File: src/rtl/trace_pkg.sv
`default_nettype none
// ============================================================================
//  Module      : trace_pkg
//  Description : Shared types and field layout for the debug trace buffer.
//                Serializer state encoding, trace record field offsets and
//                the bit positions used in the second output beat.
//  Revision    : 1.0 - initial release
// ============================================================================
package trace_pkg;

  typedef enum logic [1:0] {
    S_IDLE = 2'd0,
    S_B0   = 2'd1,
    S_B1   = 2'd2,
    S_B2   = 2'd3
  } ser_state_e;

  localparam int OPC_W      = 6;
  localparam int RA_W       = 5;

  // Beat 1 layout: {opcode[31:26], wr_addr[25:21], 5'b0, seq[15:0]}
  localparam int B1_OPC_LSB = 26;
  localparam int B1_RA_LSB  = 21;
  localparam int B1_SEQ_W   = 16;

  // Record layout, LSB first: seq | wr_data | wr_addr | opcode | pc
  function automatic int record_w(input int ws, input int cw);
    return 2 * ws + OPC_W + RA_W + cw;
  endfunction

  function automatic int data_lsb(input int cw);
    return cw;
  endfunction

  function automatic int ra_lsb(input int ws, input int cw);
    return cw + ws;
  endfunction

  function automatic int opc_lsb(input int ws, input int cw);
    return cw + ws + RA_W;
  endfunction

  function automatic int pc_lsb(input int ws, input int cw);
    return cw + ws + RA_W + OPC_W;
  endfunction

endpackage
`default_nettype wire

File: src/rtl/trace_fifo.sv
`default_nettype none
// ============================================================================
//  Module      : trace_fifo
//  Description : Synchronous FIFO with first-word fall-through read data.
//                A push into a full FIFO is accepted when a pop happens in
//                the same cycle. flush empties the FIFO.
//  Ports       : clk, rst (sync, active-low), flush_i, push_i, pop_i,
//                wdata_i, rdata_o (head), full_o, empty_o, count_o
//  Revision    : 1.0 - initial release
// ============================================================================
module trace_fifo #(
  parameter int WIDTH = 8,
  parameter int DEPTH = 16
) (
  input  logic                     clk,
  input  logic                     rst,
  input  logic                     flush_i,
  input  logic                     push_i,
  input  logic                     pop_i,
  input  logic [WIDTH-1:0]         wdata_i,
  output logic [WIDTH-1:0]         rdata_o,
  output logic                     full_o,
  output logic                     empty_o,
  output logic [$clog2(DEPTH):0]   count_o
);

  localparam int AW = $clog2(DEPTH);

  logic [AW:0]      wr_ptr_q;
  logic [AW:0]      rd_ptr_q;
  logic [WIDTH-1:0] mem_q [DEPTH];
  logic             w_pop_ok;
  logic             w_push_ok;

  // Extra MSB on each pointer distinguishes full from empty.
  assign full_o    = (wr_ptr_q[AW] != rd_ptr_q[AW]) &&
                     (wr_ptr_q[AW-1:0] == rd_ptr_q[AW-1:0]);
  assign empty_o   = (wr_ptr_q == rd_ptr_q);
  assign count_o   = wr_ptr_q - rd_ptr_q;
  assign rdata_o   = mem_q[rd_ptr_q[AW-1:0]];

  assign w_pop_ok  = pop_i && !empty_o && !flush_i;
  // When full, the slot being written is the head being popped; the pop
  // reads the old contents before the write lands at the same edge.
  assign w_push_ok = push_i && (!full_o || w_pop_ok) && !flush_i;

  always_ff @(posedge clk) begin
    if (!rst) begin
      wr_ptr_q <= '0;
      rd_ptr_q <= '0;
    end else if (flush_i) begin
      wr_ptr_q <= '0;
      rd_ptr_q <= '0;
    end else begin
      if (w_push_ok) wr_ptr_q <= wr_ptr_q + 1'b1;
      if (w_pop_ok)  rd_ptr_q <= rd_ptr_q + 1'b1;
    end
  end

  always_ff @(posedge clk) begin
    if (w_push_ok) mem_q[wr_ptr_q[AW-1:0]] <= wdata_i;
  end

endmodule
`default_nettype wire

File: src/rtl/debug_trace_buffer.sv
`default_nettype none
// ============================================================================
//  Module      : debug_trace_buffer
//  Description : Captures one trace record per new processor pc into a FIFO
//                and streams each record as three beats (pc, {op,ra,seq},
//                wr_data) over valid/ready. Records arriving while full are
//                dropped, counted and flagged.
//  Ports       : clk, rst (sync, active-low), capture_en, flush,
//                prog_count/instr_opcode/write_reg_addr/write_reg_data (in),
//                out_data/out_valid/out_last (out), out_ready (in),
//                fifo_count, overflow, drop_count (status out)
//  Revision    : 1.0 - initial release
// ============================================================================
module debug_trace_buffer
  import trace_pkg::*;
#(
  parameter int WORD_SIZE = 32,
  parameter int DEPTH     = 16,
  parameter int CNT_W     = 16
) (
  input  logic                   clk,
  input  logic                   rst,
  input  logic                   capture_en,
  input  logic                   flush,
  input  logic [WORD_SIZE-1:0]   prog_count,
  input  logic [5:0]             instr_opcode,
  input  logic [4:0]             write_reg_addr,
  input  logic [WORD_SIZE-1:0]   write_reg_data,
  output logic [WORD_SIZE-1:0]   out_data,
  output logic                   out_valid,
  output logic                   out_last,
  input  logic                   out_ready,
  output logic [$clog2(DEPTH):0] fifo_count,
  output logic                   overflow,
  output logic [CNT_W-1:0]       drop_count
);

  localparam int RECORD_W = record_w(WORD_SIZE, CNT_W);
  localparam int DATA_LSB = data_lsb(CNT_W);
  localparam int RA_LSB   = ra_lsb(WORD_SIZE, CNT_W);
  localparam int OPC_LSB  = opc_lsb(WORD_SIZE, CNT_W);
  localparam int PC_LSB   = pc_lsb(WORD_SIZE, CNT_W);

  ser_state_e            state_q, state_d;
  logic [RECORD_W-1:0]   hold_q;
  logic [WORD_SIZE-1:0]  last_pc_q;
  logic                  first_q;
  logic [CNT_W-1:0]      seq_q;
  logic                  overflow_q;
  logic [CNT_W-1:0]      drop_count_q;

  logic [RECORD_W-1:0]   w_rec;
  logic [RECORD_W-1:0]   w_head;
  logic                  w_full;
  logic                  w_empty;
  logic                  w_capture;
  logic                  w_pop;
  logic                  w_drop;
  logic [WORD_SIZE-1:0]  w_b1;

  // Flush discards any capture in the same cycle.
  assign w_capture = capture_en && !flush && (first_q || (prog_count != last_pc_q));
  assign w_drop    = w_capture && w_full && !w_pop;
  assign w_rec     = {prog_count, instr_opcode, write_reg_addr, write_reg_data, seq_q};

  trace_fifo #(
    .WIDTH (RECORD_W),
    .DEPTH (DEPTH)
  ) u_fifo (
    .clk     (clk),
    .rst     (rst),
    .flush_i (flush),
    .push_i  (w_capture),
    .pop_i   (w_pop),
    .wdata_i (w_rec),
    .rdata_o (w_head),
    .full_o  (w_full),
    .empty_o (w_empty),
    .count_o (fifo_count)
  );

  always_comb begin
    w_b1 = '0;
    w_b1[B1_OPC_LSB +: OPC_W] = hold_q[OPC_LSB +: OPC_W];
    w_b1[B1_RA_LSB  +: RA_W]  = hold_q[RA_LSB  +: RA_W];
    w_b1[0 +: B1_SEQ_W]       = B1_SEQ_W'(hold_q[0 +: CNT_W]);
  end

  // Serializer next-state and beat outputs.
  always_comb begin
    state_d   = state_q;
    w_pop     = 1'b0;
    out_valid = 1'b0;
    out_last  = 1'b0;
    out_data  = '0;
    case (state_q)
      S_IDLE: begin
        if (!w_empty) begin
          w_pop   = 1'b1;
          state_d = S_B0;
        end
      end
      S_B0: begin
        out_valid = 1'b1;
        out_data  = hold_q[PC_LSB +: WORD_SIZE];
        if (out_ready) state_d = S_B1;
      end
      S_B1: begin
        out_valid = 1'b1;
        out_data  = w_b1;
        if (out_ready) state_d = S_B2;
      end
      S_B2: begin
        out_valid = 1'b1;
        out_last  = 1'b1;
        out_data  = hold_q[DATA_LSB +: WORD_SIZE];
        if (out_ready) begin
          // Chain straight into the next record with no idle bubble.
          if (!w_empty) begin
            w_pop   = 1'b1;
            state_d = S_B0;
          end else begin
            state_d = S_IDLE;
          end
        end
      end
      default: state_d = S_IDLE;
    endcase
    if (flush) begin
      state_d = S_IDLE;
      w_pop   = 1'b0;
    end
  end

  always_ff @(posedge clk) begin
    if (!rst) begin
      state_q      <= S_IDLE;
      hold_q       <= '0;
      last_pc_q    <= '0;
      first_q      <= 1'b1;
      seq_q        <= '0;
      overflow_q   <= 1'b0;
      drop_count_q <= '0;
    end else begin
      state_q <= state_d;
      if (w_pop) hold_q <= w_head;
      if (flush) begin
        overflow_q   <= 1'b0;
        drop_count_q <= '0;
      end else begin
        // seq advances on drops too so downstream sees the gap.
        if (w_capture) begin
          last_pc_q <= prog_count;
          first_q   <= 1'b0;
          seq_q     <= seq_q + CNT_W'(1);
        end
        if (w_drop) begin
          overflow_q <= 1'b1;
          if (drop_count_q != '1) drop_count_q <= drop_count_q + CNT_W'(1);
        end
      end
    end
  end

  assign overflow   = overflow_q;
  assign drop_count = drop_count_q;

endmodule
`default_nettype wire
File: config.mk
export PLATFORM = sky130hd
export DESIGN_NAME = debug_trace_buffer
export DESIGN_NICKNAME = d
export VERILOG_FILES = /design/src/rtl/trace_pkg.sv /design/src/rtl/trace_fifo.sv /design/src/rtl/debug_trace_buffer.sv
export SDC_FILE = /design/constraint.sdc
export NUM_CORES = 2
export LEC_CHECK = 0
export BUFFER_PORTS_ARGS = -buffer_cell sky130_fd_sc_hd__buf_2
export CORE_MARGIN = 10
export CORE_UTILIZATION = 35
export CTS_CLUSTER_DIAMETER = 150
export DETAILED_ROUTE_END_ITERATION = 12
export GPL_ROUTABILITY_DRIVEN = 0
export SYNTH_ARGS = -nofsm -noshare
export SYNTH_HDL_FRONTEND = slang
export SYNTH_SLANG_ARGS = --single-unit
File: constraint.sdc
create_clock -name clk -period 15.5 [get_ports clk]
set_input_delay 1.55 -clock clk [delete_from_list [all_inputs] [get_ports clk]]
set_output_delay 1.55 -clock clk [all_outputs]
set_load 0.01 [all_outputs]
==> results by group <==
Yosys
  – Syn_area_per_cell: 20.7 sq um
  – Synthesized flop and latch total: 1625
  – Top FF cell, synth: edfxtp_1
  – Most frequent cell after synthesis: edfxtp_1
  – Most frequent cells after synthesis: 1456 x edfxtp_1, 455 x mux4_2, 275 x nand2_1, 169 x dfxtp_1, 157 x a21oi_1
  – Number of flops mapped to enable cells by yosys: 1456
  – Synth top area share: between 70% and 80%
  – Syn nets: 3099
  – Synth cell types: between 40 and 50
  – Sequential cell area fraction in the yosys report: 75.9%
  – Largest area contributor in the netlist: edfxtp_1
  – Synth area leaders: edfxtp_1 70%, mux4_2 17%, dfxtp_1 5.4%
  – Mapped Area: 62100 sq um
  – Total of warnings raised by yosys: 0
  – Ys async rst share: 0%
  – Cells after Synth: 3002

Hold path
  – Hold Crit Class: flip-flop to flip-flop
  – Hold path startpoint: first_q
  – Hold Path Stages: 2

Drt
  – Post-DRT Antenna Nets: 0
  – Via density: 5.33
  – Drt total wl: ~150000 um
  – DR DRC count: 0
  – Iter 0 DRT Violations: approximately 2.9k
  – First-pass DRT Iterations: 7
  – Drt wl/cell: about 27 um
  – Via Count: 30.1k

Global routing
  – Largest net degree at the start of global routing: 149
  – First-pass GRT wire length: 222000 um
  – Grt total ovfl: 0
  – Gr usage total: 15.5%
  – Vias in the first global route: 30.6k
  – Antenna violations before repair: 17

Clock network
  – CTS clock-pin slew for the worst setup and hold paths: approximately 0.06 ns
  – CTS H-tree depth: 4
  – Post-CTS setup repair buffer count: 0
  – CTS root buf: clkbuf_16
  – TritonCTS buffer count: 161
  – Sink Count: 1625
  – Post-cts sizing count: 0
  – Worst-skew pair later-pin latency: 0.79 ns
  – Post-CTS Hold Fix Bufs: 0
  – Max clock buf depth: 3
  – TritonCTS clock tree: built

Layout
  – Area growth from synthesis to layout: 14.0%
  – Fin area: 70800 sq um
  – Final net count: between 3k and 4k
  – Layout cells sized above 1: 27.2%

STA
  – Setup tns final: 0 ns
  – Least-Margin Pin Slew: 1.31 ns
  – Clock skew: 0.0342 ns
  – Slew HR: 12.5%
  – Fmax: between 150 and 200 MHz
  – Hold Violations, Final: 0
  – Fin. max-slew vios: 0
  – Crit share post-route: 33.8%
  – RSZ-0062 raised after global routing: false
  – Final setup fails: 0
  – Period minus WS final: 5.24 ns

Worst setup path
  – CP Capture Type: primary output
  – CP arrival: between 3 and 4 ns
  – Crit path max fanout: 44
  – WP buf/inv: 2
  – Cell Chain, Critical Path: inv_1 -> ha_1 -> a21o_1 -> a21oi_1 -> xor2_1 -> buf_2
  – Max incr delay on CP: a little under 1 ns
  – WP depth: 6
  – Reg2reg start: u_fifo.rd_ptr_q[2]
  – Family with the most delay on the worst path: flip-flops
  – Startpoint Class: flip-flop
  – Slowest cell on the critical path: dfxtp_4
  – CP Launch Point: u_fifo.rd_ptr_q[2]
  – Worst-case reg-to-reg path depth: 8
  – Crit Path Category: flip-flop to primary output
  – Data required, critical path: 13.95 ns

Floorplanning
  – Die area: 195000 sq um
  – Starting Density: 35.2%
  – I/O pins: 136
  – CORE AREA: 176000 sq um
  – Vert. Die Dim: 441 um
  – Num rows: 154
  – Die width: 441 um

Placed design
  – DP Area: between 60000 and 70000 sq um
  – Post-DP HPWL: 86400 um
  – Buffers on Ports: between 100 and 150

Pwr
  – Leakage: 21.6 nW
  – Maximum VDD drop: 0.118 mV
  – Pwr dens: 124 nW/um^2

Job
  – Max-cap violations: 0

Status
  – Outcome: completed
-- flip-flops by register name, indices dropped and copies added (netlist names) --
| register | cells |
|---|---|
| u_fifo.mem_q | 1456 |
| hold_q | 91 |
| last_pc_q | 32 |
| drop_count | 16 |
| seq_q | 16 |
| u_fifo.rd_ptr_q | 5 |
| u_fifo.wr_ptr_q | 5 |
| state_q | 2 |
| first_q | 1 |
| overflow | 1 |
-- where the power goes --
part / leakage [nW] / total (mW) / switching (mW) / internal [mW]
clock: 2.50 / 3.82 / 1.64 / 2.18
sequential: 14.7 / 4.79 / 0.0131 / 4.78
combinational: 4.41 / 0.184 / 0.128 / 0.0566
-- cell usage in the layout, fill, tap and decap left out, drive strengths merged, types with 2 or more instances in the layout --
| cell | Yosys | layout |
|---|---|---|
| a21o | 2 | 2 |
| a21oi | 159 | 159 |
| a222oi | 27 | 27 |
| a22oi | 5 | 5 |
| a31o | 2 | 2 |
| and2 | 4 | 4 |
| and3 | 9 | 9 |
| and4 | 3 | 3 |
| buf | 63 | 193 |
| bufinv | 0 | 12 |
| clkbuf | 112 | 213 |
| clkinv | 0 | 58 |
| clkinvlp | 0 | 5 |
| dfxtp | 169 | 169 |
| diode | 0 | 2 |
| edfxtp | 1456 | 1456 |
| ha | 16 | 16 |
| inv | 15 | 22 |
| mux2i | 5 | 5 |
| mux4 | 455 | 455 |
| nand2 | 275 | 275 |
| nand2b | 8 | 8 |
| nand3 | 23 | 23 |
| nand4 | 11 | 11 |
| nor2 | 55 | 55 |
| nor3 | 7 | 7 |
| nor4 | 9 | 9 |
| o21ai | 20 | 20 |
| o31ai | 13 | 13 |
| or2 | 2 | 2 |
| or3 | 14 | 14 |
| or4 | 13 | 13 |
| xnor2 | 7 | 7 |
| xor2 | 34 | 34 |
-- path summary, 6_finish.rpt --
path	end	slack [ns]
hold reg to reg	first_q	0.45
setup reg to reg	u_fifo.mem_q[4][80]	10.69
setup / recovery	fifo_count[4]	10.26
hold / removal	first_q	0.45
-- tightest hold or removal path: stages, from the launching register on --
cell     delay (ns)
dfxtp_1        0.31
nand2_1        0.05
nand2_1        0.05
-- layer usage --
metal,up-vias,track usage [%],routed length [um]
met3,249,2.47,7870
met1,16238,20.6,63400
li1,12724,-,-
met5,-,0,65
met4,8,6.46,6440
met2,915,25.4,74900
-- per-stage QoR --
stage	worst slack, ns	instances	power [mW]	hold slack [ns]	utilization, %
floorplan	2.75	3002	4.97	0.415	-
global placement	10.04	5360	5.07	0.436	37.2
detailed placement	10.06	5360	5.07	0.437	37.2
CTS	10.23	5655	8.88	0.448	40.1
global route	10.21	5656	9.06	0.460	40.1
finish	10.26	5657	8.80	0.452	40.2
-- cells by family (layout without fill, tap and decap cells) --
family,Yosys count,count (layout),synth area share (%)
AOI/OAI and AO/OA,234,234,2.29
xor gates and xnor gates,41,41,0.590
adders and majority gates,17,17,0.355
buffers and inverters,190,503,1.25
DFF,1625,1625,75.9
muxes,460,460,16.6
other,0,2,0
and+or+nand+nor,435,435,3.06
-- cell type report --
| class | count | area (sq um) |
|---|---|---|
| fill | 15554 | 106000 |
| sequential | 1625 | 47100 |
| multi-input combinational | 1187 | 14300 |
| clock buffer | 213 | 4350 |
| tap | 2340 | 2930 |
| timing repair buffer | 193 | 1170 |
| clock inverter | 82 | 808 |
| inverter | 15 | 68.8 |
| antenna | 2 | 5.00 |
No activity file was read; power rests on OpenSTA's default activity.
